`src/rtl/id_decode_queue_if.sv`:
```
// rtl/id_decode_queue_if.sv - IF-to-ID instruction queue handshake/payload bundle
interface id_decode_queue_if #(
    parameter int DEPTH = 2
);
    localparam int CNT_W = $clog2(DEPTH) + 1;

    logic             flush_i;
    logic             valid_i;
    logic             ready_o;
    logic [31:0]      instr_i;
    logic [63:0]      pc_i;
    logic             valid_o;
    logic             ready_i;
    logic [31:0]      instr_o;
    logic [63:0]      pc_o;
    logic [63:0]      imm_o;
    logic [CNT_W-1:0] occupancy_o;

    modport master (
        output flush_i, valid_i, instr_i, pc_i, ready_i,
        input  ready_o, valid_o, instr_o, pc_o, imm_o, occupancy_o
    );

    modport slave (
        input  flush_i, valid_i, instr_i, pc_i, ready_i,
        output ready_o, valid_o, instr_o, pc_o, imm_o, occupancy_o
    );
endinterface

```
`src/rtl/id_decode_queue.sv`:
```
// rtl/id_decode_queue.sv - elastic IF->ID queue storing {pc, instr, imm} per entry
// Optional same-cycle pass-through when empty: define IDQ_BYPASS_EN.
module id_decode_queue #(
    parameter int DEPTH = 2
) (
    input  logic              clk_i,
    input  logic              rst_i,
    id_decode_queue_if.slave  bus
);
    localparam int CNT_W = $clog2(DEPTH) + 1;
    localparam int PTR_W = $clog2(DEPTH);

    localparam logic [6:0] OP_LUI     = 7'b0110111;
    localparam logic [6:0] OP_AUIPC   = 7'b0010111;
    localparam logic [6:0] OP_JAL     = 7'b1101111;
    localparam logic [6:0] OP_JALR    = 7'b1100111;
    localparam logic [6:0] OP_BRANCH  = 7'b1100011;
    localparam logic [6:0] OP_LOAD    = 7'b0000011;
    localparam logic [6:0] OP_STORE   = 7'b0100011;
    localparam logic [6:0] OP_ALU_I   = 7'b0010011;
    localparam logic [6:0] OP_ALU_I_W = 7'b0011011;
    localparam logic [6:0] OP_SYSTEM  = 7'b1110011;

    function automatic logic [63:0] gen_imm(input logic [31:0] ins);
        logic [63:0] imm;
        logic [2:0]  funct3;
        funct3 = ins[14:12];
        imm    = '0;
        case (ins[6:0])
            OP_LUI, OP_AUIPC: imm = {{32{ins[31]}}, ins[31:12], 12'b0};
            OP_JAL:           imm = {{44{ins[31]}}, ins[19:12], ins[20], ins[30:21], 1'b0};
            OP_JALR, OP_LOAD: imm = {{52{ins[31]}}, ins[31:20]};
            OP_BRANCH:        imm = {{52{ins[31]}}, ins[7], ins[30:25], ins[11:8], 1'b0};
            OP_STORE:         imm = {{52{ins[31]}}, ins[31:25], ins[11:7]};
            OP_ALU_I: begin
                // Shift forms keep only shamt (plus bit 26) so funct6 never leaks in.
                if (funct3 == 3'b001 || funct3 == 3'b101)
                    imm = {57'b0, ins[26:20]};
                else
                    imm = {{52{ins[31]}}, ins[31:20]};
            end
            OP_ALU_I_W: begin
                if (funct3 == 3'b001 || funct3 == 3'b101)
                    imm = {59'b0, ins[24:20]};
                else
                    imm = {{52{ins[31]}}, ins[31:20]};
            end
            OP_SYSTEM: begin
                if (funct3 != 3'b100)
                    imm = {{52{ins[31]}}, ins[31:20]};
            end
            default: imm = '0;
        endcase
        return imm;
    endfunction

    logic [31:0]      mem_instr_q [DEPTH];
    logic [63:0]      mem_pc_q    [DEPTH];
    logic [63:0]      mem_imm_q   [DEPTH];
    logic [PTR_W-1:0] wr_ptr_q, wr_ptr_d;
    logic [PTR_W-1:0] rd_ptr_q, rd_ptr_d;
    logic [CNT_W-1:0] count_q, count_d;

    logic        push, push_st, pop_st, bypass, head_valid;
    logic [63:0] imm_in;

    assign imm_in     = gen_imm(bus.instr_i);
    assign head_valid = (count_q != '0);
    assign bus.ready_o = (count_q != CNT_W'(DEPTH));

`ifdef IDQ_BYPASS_EN
    assign bypass = !head_valid && bus.valid_i && !bus.flush_i;
`else
    assign bypass = 1'b0;
`endif

    assign push    = bus.valid_i && bus.ready_o;
    assign push_st = push && !(bypass && bus.ready_i) && !bus.flush_i;
    assign pop_st  = head_valid && bus.ready_i && !bus.flush_i;

    always_comb begin
        wr_ptr_d = wr_ptr_q;
        rd_ptr_d = rd_ptr_q;
        count_d  = count_q;
        if (bus.flush_i) begin
            wr_ptr_d = '0;
            rd_ptr_d = '0;
            count_d  = '0;
        end else begin
            if (push_st) wr_ptr_d = wr_ptr_q + PTR_W'(1);
            if (pop_st)  rd_ptr_d = rd_ptr_q + PTR_W'(1);
            case ({push_st, pop_st})
                2'b10:   count_d = count_q + CNT_W'(1);
                2'b01:   count_d = count_q - CNT_W'(1);
                default: count_d = count_q;
            endcase
        end
    end

    always_ff @(posedge clk_i or posedge rst_i) begin
        if (rst_i) begin
            wr_ptr_q <= '0;
            rd_ptr_q <= '0;
            count_q  <= '0;
            for (int i = 0; i < DEPTH; i++) begin
                mem_instr_q[i] <= '0;
                mem_pc_q[i]    <= '0;
                mem_imm_q[i]   <= '0;
            end
        end else begin
            wr_ptr_q <= wr_ptr_d;
            rd_ptr_q <= rd_ptr_d;
            count_q  <= count_d;
            if (push_st) begin
                mem_instr_q[wr_ptr_q] <= bus.instr_i;
                mem_pc_q[wr_ptr_q]    <= bus.pc_i;
                mem_imm_q[wr_ptr_q]   <= imm_in;
            end
        end
    end

    always_comb begin
        bus.valid_o     = head_valid;
        bus.instr_o     = '0;
        bus.pc_o        = '0;
        bus.imm_o       = '0;
        bus.occupancy_o = count_q;
        if (head_valid) begin
            bus.instr_o = mem_instr_q[rd_ptr_q];
            bus.pc_o    = mem_pc_q[rd_ptr_q];
            bus.imm_o   = mem_imm_q[rd_ptr_q];
        end else if (bypass) begin
            bus.valid_o = 1'b1;
            bus.instr_o = bus.instr_i;
            bus.pc_o    = bus.pc_i;
            bus.imm_o   = imm_in;
        end
    end
endmodule

```
`src/flat_wrapper.sv`:
```
// flat-port wrapper written by rule: the top's interface ports become plain ports
module id_decode_queue_flat 
#(
    parameter int DEPTH = 2
)
  (clk_i, rst_i, bus_flush_i, bus_valid_i, bus_instr_i, bus_pc_i, bus_ready_i, bus_ready_o, bus_valid_o, bus_instr_o, bus_pc_o, bus_imm_o, bus_occupancy_o);
  id_decode_queue_if #(.DEPTH(DEPTH)) bus_i ();
  input  logic clk_i;
  input  logic rst_i;
  input wire logic [$bits(bus_i.flush_i)-1:0] bus_flush_i;
  input wire logic [$bits(bus_i.valid_i)-1:0] bus_valid_i;
  input wire logic [$bits(bus_i.instr_i)-1:0] bus_instr_i;
  input wire logic [$bits(bus_i.pc_i)-1:0] bus_pc_i;
  input wire logic [$bits(bus_i.ready_i)-1:0] bus_ready_i;
  output wire logic [$bits(bus_i.ready_o)-1:0] bus_ready_o;
  output wire logic [$bits(bus_i.valid_o)-1:0] bus_valid_o;
  output wire logic [$bits(bus_i.instr_o)-1:0] bus_instr_o;
  output wire logic [$bits(bus_i.pc_o)-1:0] bus_pc_o;
  output wire logic [$bits(bus_i.imm_o)-1:0] bus_imm_o;
  output wire logic [$bits(bus_i.occupancy_o)-1:0] bus_occupancy_o;
  assign bus_i.flush_i = bus_flush_i;
  assign bus_i.valid_i = bus_valid_i;
  assign bus_i.instr_i = bus_instr_i;
  assign bus_i.pc_i = bus_pc_i;
  assign bus_i.ready_i = bus_ready_i;
  assign bus_ready_o = bus_i.ready_o;
  assign bus_valid_o = bus_i.valid_o;
  assign bus_instr_o = bus_i.instr_o;
  assign bus_pc_o = bus_i.pc_o;
  assign bus_imm_o = bus_i.imm_o;
  assign bus_occupancy_o = bus_i.occupancy_o;
  id_decode_queue #(.DEPTH(DEPTH)) u_core (.clk_i(clk_i), .rst_i(rst_i), .bus(bus_i));
endmodule
```
`config.mk`:
```
export PLATFORM = sky130hd
export DESIGN_NAME = id_decode_queue_flat
export DESIGN_NICKNAME = d
export VERILOG_FILES = /design/src/rtl/id_decode_queue_if.sv /design/src/rtl/id_decode_queue.sv /design/src/flat_wrapper.sv
export SDC_FILE = /design/constraint.sdc
export NUM_CORES = 1
export LEC_CHECK = 0
export BUFFER_PORTS_ARGS = -buffer_cell sky130_fd_sc_hd__buf_4
export CAP_MARGIN = 25
export CORE_UTILIZATION = 45
export CTS_CLUSTER_SIZE = 8
export DETAILED_ROUTE_END_ITERATION = 12
export HOLD_SLACK_MARGIN = 0.12
export PLACE_DENSITY = 0.68
export SLEW_MARGIN = 15
export SYNTH_ARGS = -nofsm -noshare
export SYNTH_HDL_FRONTEND = slang
export SYNTH_SLANG_ARGS = --single-unit
export TNS_END_PERCENT = 20
```
`constraint.sdc`:
```
create_clock -name clk_i -period 9.72 [get_ports clk_i]
set_clock_uncertainty 0.15 [all_clocks]
set_input_delay 0.972 -clock clk_i [delete_from_list [all_inputs] [get_ports clk_i]]
set_output_delay 0.972 -clock clk_i [all_outputs]
set_load 0.005 [all_outputs]
```
==> flow_summary.yaml <==
grt:
  grt_pass1_wl_um: 53500
  grt_overflow: 0
  antenna_found_initial: 0
  grtUsageTotal_pct: 23.7
  grt_start_max_net_pins: 104
  grt_pass1_vias: 10300
synth:
  ys_async_sr_fraction_pct: 100
  synth_seq_cells: 260
  yosysWarningCount: 0
  synth_xor_xnor_area_share_pct: 0.213
  synth_top_cell_by_area: "dfrtp_1"
  synthDistinctLibCells: 47
  synth-compound-area-share_pct: 4.37
  synth_top_family_by_area: "simple AND/OR/NAND/NOR gates"
  synthTopCellsByArea: "dfrtp_1 53%, nand2_1 19%, mux2i_1 10%"
  synth_area_sq_um: 12300
  yosys.area_share.simple_pct: 26.7
  synth_top_cell_area_share_pct: 52.8
  synth_ff_type: "dfrtp_1"
  postSynthCellCount: 1452
  syn_area_per_cell_sq_um: 8.49
  seq_area_frac_synth_pct: 52.8
  muxShareOfSynthArea_pct: 10.7
  synth_edf_count: 0
  synth_fa_ha_area_share_pct: 0
  synth_nets: 1553
cts:
  cts_hold_buf: 0
  cts_tree: "built"
  post-cts-setup-buffers: 0
  clock-sinks: 260
  root_buffer: "clkbuf_16"
  cts_resized: 0
  clk_path_buf_depth: 3
  ctsHtreeMaxLevel: 2
  cts_inserted_buffers: 38
  clock_latency_ns: 0.50
  clk_pin_slew_worst_paths_ns: 0.05
layout:
  multi_input_comb_area_sq_um: 5200
  drive_above_1_share_pct: 20.3
  antenna_cells: 0
  final_common_cell: "nand2_1"
  area_growth_pct: 24.5
  fin_nets: 1751
  seq_area_sq_um: 6510
  final_cell_mix: "622 x nand2_1, 276 x buf_4, 259 x dfrtp_1"
  fillers: 2477
  fin_util_pct: 57.1
sta:
  finalCriticalPeriod_ns: 4.28
  timing.slew.headroom_pct: 36.2
  finalMaxSlewViolations: 0
  fin_crit_sh_pct: 44.0
  finalSetupTns_ns: 0
  rsz0062_at_grt: "false"
  setup_viol_count_final: 0
  max_freq_mhz: 234
  finalHoldViolCount: 0
  worst_pin_slew_ns: 0.957
  setup_ws_ns: 5.44
power:
  powerDensity_nw_per_um2: 215
  power.leakage_nw: 7.80
  vdd_ir_drop_max_mv: 0.107
floorplan:
  initial_core_util_pct: 45.8
  design.core.area_sq_um: 26900
  die_h_um: 167
  die_x_um: 167
  row_count: 60
  ios: 265
  die_area_sq_um: 28000
worst_setup_path:
  required_ns: 8.60
  end_kind: "output port"
  crit_fanout: 73
  setup.worst_path.class: "register to output port"
  start_kind: "register"
  critPathArrivalTime_ns: 3.16
drt:
  wl_per_cell_um: 16.7
  routed_wl_um: 33300
  route.detailed.drc: 0
  avgViaCountPerCell: 5.21
  vias: 10400
  drt_iter0_drc: 865
  ant_nets: 0
  drt_pass1_iterations: 5
placed_design:
  port_buffers: 264
  place_ws_ns: 5.93
  place.detailed.hpwl_um: 20900
  gp_congestion: 0.838
hold_path:
  hp-class: "register to register"
outcome:
  outcome: "complete, no violations"
run:
  max_cap_viol_count: 0
metrics by stage:
step	hold WS (ns)	std cells	cell area [sq um]	total power (W)
after floorplan	0.294	1452	12300	0.00188
after global placement	0.306	1948	14200	0.00211
after detailed placement	0.311	1948	14200	0.00214
after CTS	0.323	1993	15300	0.00334
after global routing	0.334	1996	15300	0.00349
final	0.318	1996	15300	0.00331
cell type report:
type                       instances  share of cell area, %
inverter                           4                  0.147
sequential                       260                   42.4
clock buffer                      45                   6.85
timing repair buffer             279                   13.9
multi-input combinational       1067                   33.9
tap                              341                   2.78
metal layers:
metal  part of all wire [%]  up-vias  global-route usage [%]
met5                      0        -                       0
met4                    3.3        0                    9.29
met3                    6.0       67                    4.42
met2                     48      339                    39.1
met1                     43     5026                    31.0
li1                       -     4966                       -
cells by family after synthesis:
family	after synthesis
flops	260
simple gates	841
xor+xnor	3
buf+inv	125
mux	131
compound gates	92
worst max-delay path, stage by stage (launching register included):
cell	delay, ns
dfrtp_1	0.46
nor2_4	0.12
buf_4	0.58
buf_4	0.75
nor2_2	0.32
buf_6	0.24
buf_4	0.14
sequential cells by signal (all words and copies together), names as in the netlist:
name and count:
u_core.rd_ptr_q 1, u_core.mem_instr_q 64, u_core.wr_ptr_q 1, u_core.mem_imm_q 64, u_core.mem_pc_q 128, u_core.bus.occupancy_o 2
final timing paths:
kind / startpoint / end / slack [ns] / depth (start not counted)
hold / removal: u_core.mem_instr_q[50]$_DFFE_PP0P_ / u_core.mem_instr_q[50]$_DFFE_PP0P_ / 0.32 / 2
hold reg to reg: u_core.mem_instr_q[50]$_DFFE_PP0P_ / u_core.mem_instr_q[50]$_DFFE_PP0P_ / 0.32 / 2
max in group asynchronous: rst_i / u_core.mem_instr_q[49]$_DFFE_PP0P_ / 7.80 / 4
setup / recovery: u_core.bus.occupancy_o[1]$_DFFE_PP0P_ / bus_imm_o[56] / 5.44 / 6
min in group asynchronous: rst_i / u_core.mem_pc_q[109]$_DFFE_PP0P_ / 0.41 / 2
setup reg to reg: u_core.bus.occupancy_o[0]$_DFFE_PP0P_ / u_core.mem_imm_q[2]$_DFFE_PP0P_ / 6.74 / 5
synth_stat cells, types with 2 or more instances:
library cell  count
nand2_1         622
dfrtp_1         260
nor2_1          184
mux2i_1         129
a21oi_1          47
clkbuf_1         44
buf_4            32
buf_2            30
o21ai_0          20
buf_1            13
nand3_1           6
o21ai_1           6
a22o_1            4
a31oi_1           4
inv_1             4
and2_1            3
and3_1            3
nor3b_1           3
a32oi_1           2
and3b_1           2
buf_6             2
mux2_2            2
nand2b_1          2
nand4_1           2
nand4b_1          2
or3_1             2
xor2_1            2
power by group:
group	internal (W)	total (W)	switching, W
Sequential	0.00133	0.00147	0.000137
Combinational	0.000297	0.000648	0.000351
Clock	0.000745	0.00119	0.000441
(Power assumes the default switching activity.)
